===== config.mk =====
export PLATFORM = sky130hd
export DESIGN_NAME = dmem_arbiter_flat
export DESIGN_NICKNAME = d
export VERILOG_FILES = /design/src/rtl/dmem_arb_pkg.sv /design/src/rtl/dmem_arb_if.sv /design/src/rtl/dmem_arbiter_rr_arb2.sv /design/src/rtl/dmem_arbiter.sv /design/src/flat_wrapper.sv
export SDC_FILE = /design/constraint.sdc
export NUM_CORES = 1
export LEC_CHECK = 0
export ABC_AREA = 1
export ABC_CLOCK_PERIOD_IN_PS = 7000
export CAP_MARGIN = 20
export CORE_AREA = 2 2 119 121
export DETAILED_ROUTE_END_ITERATION = 6
export DIE_AREA = 0 0 121 123
export DONT_BUFFER_PORTS = 1
export HOLD_SLACK_MARGIN = 0.15
export PLACE_DENSITY = 0.52
export SYNTH_ARGS = -nofsm -noshare
export SYNTH_HDL_FRONTEND = slang
export SYNTH_HIERARCHICAL = 1
export SYNTH_SLANG_ARGS = --single-unit

===== constraint.sdc =====
create_clock -name clk -period 7 [get_ports clk]
set_input_delay 1.4 -clock clk [delete_from_list [all_inputs] [get_ports clk]]
set_output_delay 1.4 -clock clk [all_outputs]
set_load 0.01 [all_outputs]

===== src/rtl/dmem_arb_pkg.sv =====
// Shared types and constants for the dmem_arbiter block.
// The optional read-modify-write path is enabled with DMEM_ARB_RMW_EN.
package dmem_arb_pkg;

    localparam int NUM_REQ     = 2;
    localparam int WORD_ADDR_W = 30;

    typedef enum logic [1:0] {
        IDLE   = 2'd0,
        ACCESS = 2'd1,
        RMW_WR = 2'd2
    } dmem_arb_state_t;

    typedef struct packed {
        logic                   we;
        logic [WORD_ADDR_W-1:0] addr;
        logic [31:0]            wdata;
        logic [3:0]             wstrb;
    } dmem_req_t;

    // A strobe that is neither empty nor full needs the old word merged in.
    function automatic logic is_partial(input logic [3:0] wstrb);
        return (wstrb != 4'h0) && (wstrb != 4'hF);
    endfunction

endpackage


===== src/rtl/dmem_arb_if.sv =====
// Requester-side and memory-side signals of dmem_arbiter.
// slave = arbiter view, master = requesters/memory view.
interface dmem_arb_if #(
    parameter int ADDR_W = 32
);

    logic              m0_req;
    logic              m0_we;
    logic [ADDR_W-1:0] m0_addr;
    logic [31:0]       m0_wdata;
    logic [3:0]        m0_wstrb;
    logic              m0_gnt;
    logic              m0_rvalid;
    logic [31:0]       m0_rdata;

    logic              m1_req;
    logic              m1_we;
    logic [ADDR_W-1:0] m1_addr;
    logic [31:0]       m1_wdata;
    logic [3:0]        m1_wstrb;
    logic              m1_gnt;
    logic              m1_rvalid;
    logic [31:0]       m1_rdata;

    logic              mem_read;
    logic              mem_write;
    logic [ADDR_W-1:0] mem_addr;
    logic [31:0]       mem_wdata;
    logic [31:0]       mem_rdata;

    modport slave (
        input  m0_req, m0_we, m0_addr, m0_wdata, m0_wstrb,
        input  m1_req, m1_we, m1_addr, m1_wdata, m1_wstrb,
        input  mem_rdata,
        output m0_gnt, m0_rvalid, m0_rdata,
        output m1_gnt, m1_rvalid, m1_rdata,
        output mem_read, mem_write, mem_addr, mem_wdata
    );

    modport master (
        output m0_req, m0_we, m0_addr, m0_wdata, m0_wstrb,
        output m1_req, m1_we, m1_addr, m1_wdata, m1_wstrb,
        output mem_rdata,
        input  m0_gnt, m0_rvalid, m0_rdata,
        input  m1_gnt, m1_rvalid, m1_rdata,
        input  mem_read, mem_write, mem_addr, mem_wdata
    );

endinterface


===== src/rtl/dmem_arbiter_rr_arb2.sv =====
// Two-input round-robin arbiter: combinational grant, registered priority.
module rr_arb2
    import dmem_arb_pkg::*;
(
    input  logic               clk,
    input  logic               rst,
    input  logic               en,
    input  logic [NUM_REQ-1:0] req,
    output logic [NUM_REQ-1:0] grant,
    output logic               winner
);

    logic prio_q;

    always_comb begin
        grant = '0;
        if (en) begin
            if (req == 2'b11) grant = prio_q ? 2'b10 : 2'b01;
            else              grant = req;
        end
    end

    assign winner = grant[1];

    // NOTE: sequential state is assigned with <= so every flop samples pre-edge values.
    always_ff @(posedge clk or posedge rst) begin
        if (rst)         prio_q <= 1'b0;
        else if (|grant) prio_q <= ~winner;
    end

endmodule


===== src/rtl/dmem_arbiter.sv =====
// Round-robin arbiter/sequencer in front of a single-port word memory.
// Define DMEM_ARB_RMW_EN to turn partial-strobe writes into read-modify-write.
module dmem_arbiter
    import dmem_arb_pkg::*;
#(
    parameter int ADDR_W = 32,
    parameter int DATA_W = 32
) (
    input  logic      clk,
    input  logic      rst,
    dmem_arb_if.slave bus
);

    dmem_arb_state_t    state_q, state_d;
    logic [NUM_REQ-1:0] req_vec, gnt_vec;
    logic               win_id, arb_en, done;
    logic               id_q;
    dmem_req_t          req_q, win_req;
    logic [NUM_REQ-1:0] rvalid_q;
    logic [DATA_W-1:0]  rdata_q;

    assign req_vec = {bus.m1_req, bus.m0_req};
    // Arbitration is blocked during reset so no grant is visible while rst is high.
    assign arb_en  = (state_q == IDLE) && !rst;

    rr_arb2 u_rr_arb2 (
        .clk    (clk),
        .rst    (rst),
        .en     (arb_en),
        .req    (req_vec),
        .grant  (gnt_vec),
        .winner (win_id)
    );

    assign bus.m0_gnt = gnt_vec[0];
    assign bus.m1_gnt = gnt_vec[1];

    always_comb begin
        if (win_id) begin
            win_req = '{we: bus.m1_we, addr: bus.m1_addr[ADDR_W-1:2],
                        wdata: bus.m1_wdata, wstrb: bus.m1_wstrb};
        end else begin
            win_req = '{we: bus.m0_we, addr: bus.m0_addr[ADDR_W-1:2],
                        wdata: bus.m0_wdata, wstrb: bus.m0_wstrb};
        end
    end

`ifdef DMEM_ARB_RMW_EN
    logic [31:0] old_q, merged;

    always_comb begin
        merged = old_q;
        for (int i = 0; i < 4; i++) begin
            if (req_q.wstrb[i]) merged[8*i +: 8] = req_q.wdata[8*i +: 8];
        end
    end

    always_ff @(posedge clk or posedge rst) begin
        if (rst)                   old_q <= '0;
        else if (state_q == ACCESS) old_q <= bus.mem_rdata;
    end
`endif

    // Memory strobes decode from registered state only; reset clears state asynchronously.
    always_comb begin
        // NOTE: every output gets a default first, so no path through the case infers a latch.
        state_d       = state_q;
        done          = 1'b0;
        bus.mem_read  = 1'b0;
        bus.mem_write = 1'b0;
        bus.mem_addr  = '0;
        bus.mem_wdata = '0;
        case (state_q)
            IDLE: begin
                if (|gnt_vec) state_d = ACCESS;
            end
            ACCESS: begin
                bus.mem_addr = ADDR_W'({req_q.addr, 2'b00});
                if (!req_q.we) begin
                    bus.mem_read = 1'b1;
                    done         = 1'b1;
                    state_d      = IDLE;
                end
`ifdef DMEM_ARB_RMW_EN
                else if (is_partial(req_q.wstrb)) begin
                    bus.mem_read = 1'b1;
                    state_d      = RMW_WR;
                end
`endif
                else begin
                    bus.mem_write = |req_q.wstrb;
                    bus.mem_wdata = req_q.wdata;
                    done          = 1'b1;
                    state_d       = IDLE;
                end
            end
`ifdef DMEM_ARB_RMW_EN
            RMW_WR: begin
                bus.mem_addr  = ADDR_W'({req_q.addr, 2'b00});
                bus.mem_write = 1'b1;
                bus.mem_wdata = merged;
                done          = 1'b1;
                state_d       = IDLE;
            end
`endif
            default: state_d = IDLE;
        endcase
    end

    always_ff @(posedge clk or posedge rst) begin
        if (rst) state_q <= IDLE;
        else     state_q <= state_d;
    end

    always_ff @(posedge clk or posedge rst) begin
        if (rst) begin
            req_q    <= '0;
            id_q     <= 1'b0;
            rvalid_q <= '0;
            rdata_q  <= '0;
        end else begin
            rvalid_q <= '0;
            rdata_q  <= '0;
            if (|gnt_vec) begin
                req_q <= win_req;
                id_q  <= win_id;
            end
            if (done) begin
                rvalid_q[id_q] <= 1'b1;
                rdata_q        <= req_q.we ? '0 : bus.mem_rdata;
            end
        end
    end

    assign bus.m0_rvalid = rvalid_q[0];
    assign bus.m1_rvalid = rvalid_q[1];
    assign bus.m0_rdata  = rvalid_q[0] ? rdata_q : '0;
    assign bus.m1_rdata  = rvalid_q[1] ? rdata_q : '0;

endmodule


===== src/flat_wrapper.sv =====
// flat-port wrapper written by rule: the top's interface ports become plain ports
module dmem_arbiter_flat import dmem_arb_pkg::*;
#(
    parameter int ADDR_W = 32,
    parameter int DATA_W = 32
)
  (clk, rst, bus_m0_req, bus_m0_we, bus_m0_addr, bus_m0_wdata, bus_m0_wstrb, bus_m1_req, bus_m1_we, bus_m1_addr, bus_m1_wdata, bus_m1_wstrb, bus_mem_rdata, bus_m0_gnt, bus_m0_rvalid, bus_m0_rdata, bus_m1_gnt, bus_m1_rvalid, bus_m1_rdata, bus_mem_read, bus_mem_write, bus_mem_addr, bus_mem_wdata);
  dmem_arb_if #(.ADDR_W(ADDR_W)) bus_i ();
  input  logic clk;
  input  logic rst;
  input wire logic [$bits(bus_i.m0_req)-1:0] bus_m0_req;
  input wire logic [$bits(bus_i.m0_we)-1:0] bus_m0_we;
  input wire logic [$bits(bus_i.m0_addr)-1:0] bus_m0_addr;
  input wire logic [$bits(bus_i.m0_wdata)-1:0] bus_m0_wdata;
  input wire logic [$bits(bus_i.m0_wstrb)-1:0] bus_m0_wstrb;
  input wire logic [$bits(bus_i.m1_req)-1:0] bus_m1_req;
  input wire logic [$bits(bus_i.m1_we)-1:0] bus_m1_we;
  input wire logic [$bits(bus_i.m1_addr)-1:0] bus_m1_addr;
  input wire logic [$bits(bus_i.m1_wdata)-1:0] bus_m1_wdata;
  input wire logic [$bits(bus_i.m1_wstrb)-1:0] bus_m1_wstrb;
  input wire logic [$bits(bus_i.mem_rdata)-1:0] bus_mem_rdata;
  output wire logic [$bits(bus_i.m0_gnt)-1:0] bus_m0_gnt;
  output wire logic [$bits(bus_i.m0_rvalid)-1:0] bus_m0_rvalid;
  output wire logic [$bits(bus_i.m0_rdata)-1:0] bus_m0_rdata;
  output wire logic [$bits(bus_i.m1_gnt)-1:0] bus_m1_gnt;
  output wire logic [$bits(bus_i.m1_rvalid)-1:0] bus_m1_rvalid;
  output wire logic [$bits(bus_i.m1_rdata)-1:0] bus_m1_rdata;
  output wire logic [$bits(bus_i.mem_read)-1:0] bus_mem_read;
  output wire logic [$bits(bus_i.mem_write)-1:0] bus_mem_write;
  output wire logic [$bits(bus_i.mem_addr)-1:0] bus_mem_addr;
  output wire logic [$bits(bus_i.mem_wdata)-1:0] bus_mem_wdata;
  assign bus_i.m0_req = bus_m0_req;
  assign bus_i.m0_we = bus_m0_we;
  assign bus_i.m0_addr = bus_m0_addr;
  assign bus_i.m0_wdata = bus_m0_wdata;
  assign bus_i.m0_wstrb = bus_m0_wstrb;
  assign bus_i.m1_req = bus_m1_req;
  assign bus_i.m1_we = bus_m1_we;
  assign bus_i.m1_addr = bus_m1_addr;
  assign bus_i.m1_wdata = bus_m1_wdata;
  assign bus_i.m1_wstrb = bus_m1_wstrb;
  assign bus_i.mem_rdata = bus_mem_rdata;
  assign bus_m0_gnt = bus_i.m0_gnt;
  assign bus_m0_rvalid = bus_i.m0_rvalid;
  assign bus_m0_rdata = bus_i.m0_rdata;
  assign bus_m1_gnt = bus_i.m1_gnt;
  assign bus_m1_rvalid = bus_i.m1_rvalid;
  assign bus_m1_rdata = bus_i.m1_rdata;
  assign bus_mem_read = bus_i.mem_read;
  assign bus_mem_write = bus_i.mem_write;
  assign bus_mem_addr = bus_i.mem_addr;
  assign bus_mem_wdata = bus_i.mem_wdata;
  dmem_arbiter #(.ADDR_W(ADDR_W), .DATA_W(DATA_W)) u_core (.clk(clk), .rst(rst), .bus(bus_i));
endmodule

# After elaboration in Yosys (flattened, before gate mapping)
# Index checks and enable logic that the tools add are counted.
[word_totals]
regBits = 105
latchBits = 0
mem_bits_rw = 0
mem_bits_ro = 0
input_bits = 174
output_inout_bits = 134
elab_cells = 42
memories = 0
[classes]
addsub = 0
n_mul = 0
div = 0
n_lt_le_gt_ge = 2
eq_ne = 3
n_shift = 0
mux = 21
bitwise = 1
reduce_logical = 6
[ops]
columns = ["operator", "count"]
rows = [
  ["$mux W32", 7],
  ["$mux W67", 1],
  ["$mux W2", 6],
  ["$mux W1", 6],
  ["$reduce_or A4 Y1", 1],
  ["$eq A2 B1 Y1 const B", 1],
  ["$eq A2 B2 Y1 const B", 1],
  ["$logic_and A1 B1 Y1", 2],
  ["$logic_not A2 Y1", 1],
  ["$lt A1 B2 Y1 const B", 1],
  ["$ne A2 B2 Y1 const B", 1],
  ["$reduce_or A2 Y1", 1],
  ["$demux W1 S1", 1],
  ["$ge A1 B1 Y1 const B", 1],
  ["$logic_not A1 Y1", 1],
  ["$not A1 Y1", 1],
]

# Longest topological paths before layout
[depth]
word_depth = 6
mapped_depth = 15
ltp_nobuf = 10

# Cells and area by module
# Netlist, hierarchy kept.
[modules_own_cells]
columns = ["mod", "n_inst", "cells_per_inst", "area_each_um2", "seq_area_each_um2"]
rows = [
  ["dmem_arbiter", 1, 887, 5579.1, 2577.5],
  ["rr_arb2", 1, 14, 83.8, 25.0],
]

# Least setup slack after synthesis
# No wires, ideal clock.
[synth_path]
kind = "input port to output port"
from = "in rst"
to = "out bus_m0_gnt"
t_arrival_ns = 1.912
required_ns = 5.600
setup_slack_ns = 3.688
cell_stages = 3
n_path_buf = 0
cell_sequence = "nor2_1 nand2_1 a21oi_1"
[synth_via]
elab_chain_cells = 3
[synth_rtl]
columns = ["item", "line", "rtl"]
rows = [
  ["from (decl)", "flat_wrapper.sv:10", "input logic rst;"],
  ["$logic_not A1 Y1", "dmem_arbiter.sv:24", "assign arb_en = (state_q == IDLE) && !rst;"],
  ["$logic_and A1 B1 Y1", "dmem_arbiter.sv:24", ""],
  ["$mux W2", "dmem_arbiter_rr_arb2.sv:17", "if (en) begin"],
  ["to (decl)", "flat_wrapper.sv:22", "output wire logic [$bits(bus_i.m0_gnt)-1:0] bus_m0_gnt;"],
]
# Every way passes these cells.

# Worst setup path after layout
[layout_path]
from = "in rst"
to = "out bus_m1_gnt"
[layout_via]
elab_chain_cells = 3
[layout_rtl]
columns = ["item", "line", "rtl"]
rows = [
  ["$logic_not A1 Y1", "dmem_arbiter.sv:24", ""],
  ["$logic_and A1 B1 Y1", "dmem_arbiter.sv:24", ""],
  ["$mux W2", "dmem_arbiter_rr_arb2.sv:17", ""],
  ["to (decl)", "flat_wrapper.sv:25", "output wire logic [$bits(bus_i.m1_gnt)-1:0] bus_m1_gnt;"],
]
# Every way passes these cells.

==> results.txt <==
The count of cell types in the netlist came out at 14. The highest clock rate came out at 270 MHz. After synthesis, the mean cell area works out to 6.29 sq um. The internal reg-to-reg setup slack is roughly 4200 ps. The highest layer touched by signal routing is met4. Setup violations remaining at the end of the flow were counted as 0. Once detail routing completed, the nets flagged for antenna violations numbered 0. In the final routed layout, each cell accounts on average for 13.0 um. In this run the worst setup path terminates at bus_m1_gnt. The maximum number of pins on one net before global-route repair is 72. The core box area is 13600 sq um. The net total in the final layout came out at 1046.

Setup repair after global routing left no endpoint under its margin. The wire length reported by the detailed router is 13700 um. Buffers inserted during clock tree synthesis total 9. The synthesized area is between 5000 and 6000 sq um.

In the synthesized netlist, the number of instances is 901. The total track usage came out at a little under a fifth. The clock period minus final worst setup slack came out at roughly 3700 ps. The later pin in the worst-skew pair is clocked with a latency of around 340 ps. The flow ran to the end, and the final reports show no timing, DRC or antenna violations. The number of placement rows is 43. The clock passes through at most 2 buffers. For this design, the sink count on the clock tree is 104. The die outline width came out at approximately 120 um.

The arrival time reported for the critical path endpoint came out at 2310 ps. The routed wire length on met2 is around 6500 um. The endpoint identified for the worst register-to-register timing path is u_core/req_q[64]. The starting density of the core came out at 41.6%. The final design instance area without fill came out at between 6000 and 7000 sq um.

The critical path starts at rst. The post-route fraction of the period consumed by the critical path came out at 52.9%. The number of cells on the worst reg-to-reg path came out at 12. The required time at the endpoint of the critical path came out at about 5600 ps.

IR analysis of the VDD net gives a maximum drop of 136 uV. The worst register-to-register path begins at u_core/state_q[0]. The wire length on met3 is 843 um.

In the layout the commonest cells are nand2_1, inv_1, dfrtp_1. The fraction of the core area covered by cells at the end of the flow is 44.5%. TritonCTS built the clock tree. The top cell type's share of synthesized area is 46.0%. For this run, the register share of the synthesized area comes to 46.0%.

On the final layout, the worst clock skew is just under 3 ps. The number of ports placed on the die boundary came out at 308. The area of the die is 14900 sq um. Sorting the synthesized cells by area gives the leading types as dfrtp_1, nand2_1, inv_1. The height of the die came out at 123 um. The final weighted congestion in routability-driven placement came out at 0.768. The worst setup path is launched from an input pin. The estimated wirelength of the detail-placed design is approximately 9800 um. The library cell used most frequently in the layout, excluding fill and tap cells, is nand2_1. Counting flops and latches in the post-synthesis netlist gives 104. During synthesis, Yosys emitted a total of 6 warnings. The tightest min-delay check is of the flop to flop type. The global-route wire length before repair is 21100 um. Using the TritonRoute via totals, the vias-per-cell ratio works out to approximately 4.6. The number of placed instances, taps included is around 1000. The pre-antenna-repair detailed-routing pass consisted of 4 iterations. Summed over all failing endpoints, the final setup total negative slack is 0 ps. The finished layout holds around 1100 standard cells, fillers aside. Once the clock tree was built, the setup fixing pass inserted 0 buffers.

The biggest area contributor in the post-synthesis netlist is dfrtp_1. The number of max-slew violations in the final report was 0. The total overflow reported by the global router is 0.

The instance area at placement is 5720 sq um. The post-route netlist has 3.65% of its cells at a drive strength greater than 1. The type of destination of the critical path is an output pin. The number of antenna violations at the first check in global routing is 0. The detailed-route DRC error count is 0. After detailed routing, the wire length on met1 is 6080 um.

In this run the worst path has a maximum fanout of 70. The slew of the pin with the lowest slew margin is about 1100 ps. The power per cell area is 295 nW/um^2. For this block, the initial DRC count from the detailed router was 210. The overall power consumption came out at 1790 uW.

The critical path is of the input pin to output pin type. Gates resized during post-CTS repair numbered 0. Clock-pin slew was measured on the worst setup and hold paths at 60 ps. The growth of design area from synthesis to finish came out at 7.07%. The cell sitting at the root of the clock tree is a clkbuf_16. The number of H-tree branching levels is 3.

The number of hold buffers added after CTS was 0. The via count of the first global-routing pass came out at 4400. The number of max-capacitance violations reported came out at 0. Input and output buffers added on the ports amount to 0.

The number of antenna cells inserted is 0. The cell leakage power came out at roughly 0.0042 uW. Measured against its own limit, the worst slew margin works out to ~30%. Detailed routing inserted a total of 4821 vias.

The hold violation total from the final report was 0.
[through the flow]
step / worst slack (ps) / hold slack [ps]
global placement: 2930 / 433
CTS: 3280 / 463
global route: 3150 / 495
floorplan: 2900 / 424
finish: 3290 / 462
detailed placement: 3160 / 440
[metal layers]
metal  vias up  global-route usage (%)
met1      2170                    22.5
li1       2437                       -
met4         0                    6.83
met5         -                       0
met2       195                    30.9
met3        19                    3.92
[worst min-delay path by stage]
stage                     slack, ps  depth (start not counted)                  to         from
after floorplan                 420                          1  u_core/rvalid_q[0]  u_core/id_q
after global placement          430                          1  u_core/rvalid_q[0]  u_core/id_q
after detailed placement        440                          1  u_core/rvalid_q[0]  u_core/id_q
after CTS                       460                          1  u_core/rvalid_q[0]  u_core/id_q
after global routing            490                          1  u_core/rvalid_q[0]  u_core/id_q
final                           460                          1  u_core/rvalid_q[0]  u_core/id_q
[synthesized netlist by cell type, drive strengths merged]
cell	n
nor2	71
a21oi	2
dfrtp	104
inv	169
buf	26
conb	1
clkbuf	22
nand2	505
o21ai	1
[registers in the layout, summed over array words and instances, names as in the netlist]
register / cells
u_core/id_q: 1
u_core/rdata_q: 32
u_core/u_rr_arb2/prio_q: 1
u_core/req_q: 67
u_core/state_q: 1
u_core/rvalid_q: 2
[power by group]
group	internal, uW	switching, uW	total [uW]	leakage, uW
logic	122	274	396	0.00269
clock network	331	211	541	0.000159
registers	753	95.6	849	0.00134
[cells by family (layout without fill, tap and decap cells)]
logic type             count (synthesis)  count (layout)  synth area share, %
AO/OA/AOI/OAI                          3               3                0.265
buffers and inverters                217             191                 15.3
flip-flops                           104             104                 46.0
other                                  1               2               0.0662
AND/OR/NAND/NOR                      576             576                 38.4
[cell type report]
class	count	area [sq um]
well taps	180	225
multi-input cells	581	2200
clock buffers	12	256
inverters	169	637
fillers	1482	7550
flip-flops and latches	104	2600
clock inverters	3	65.1
repair buffers	7	77.6
[critical path, stage by stage]
cell and delay (ps):
nor2_1 110, nand2_1 80, inv_2 50, nand2_2 50, inv_2 40, buf_4 570
No activity file was read; power rests on OpenSTA's default activity.
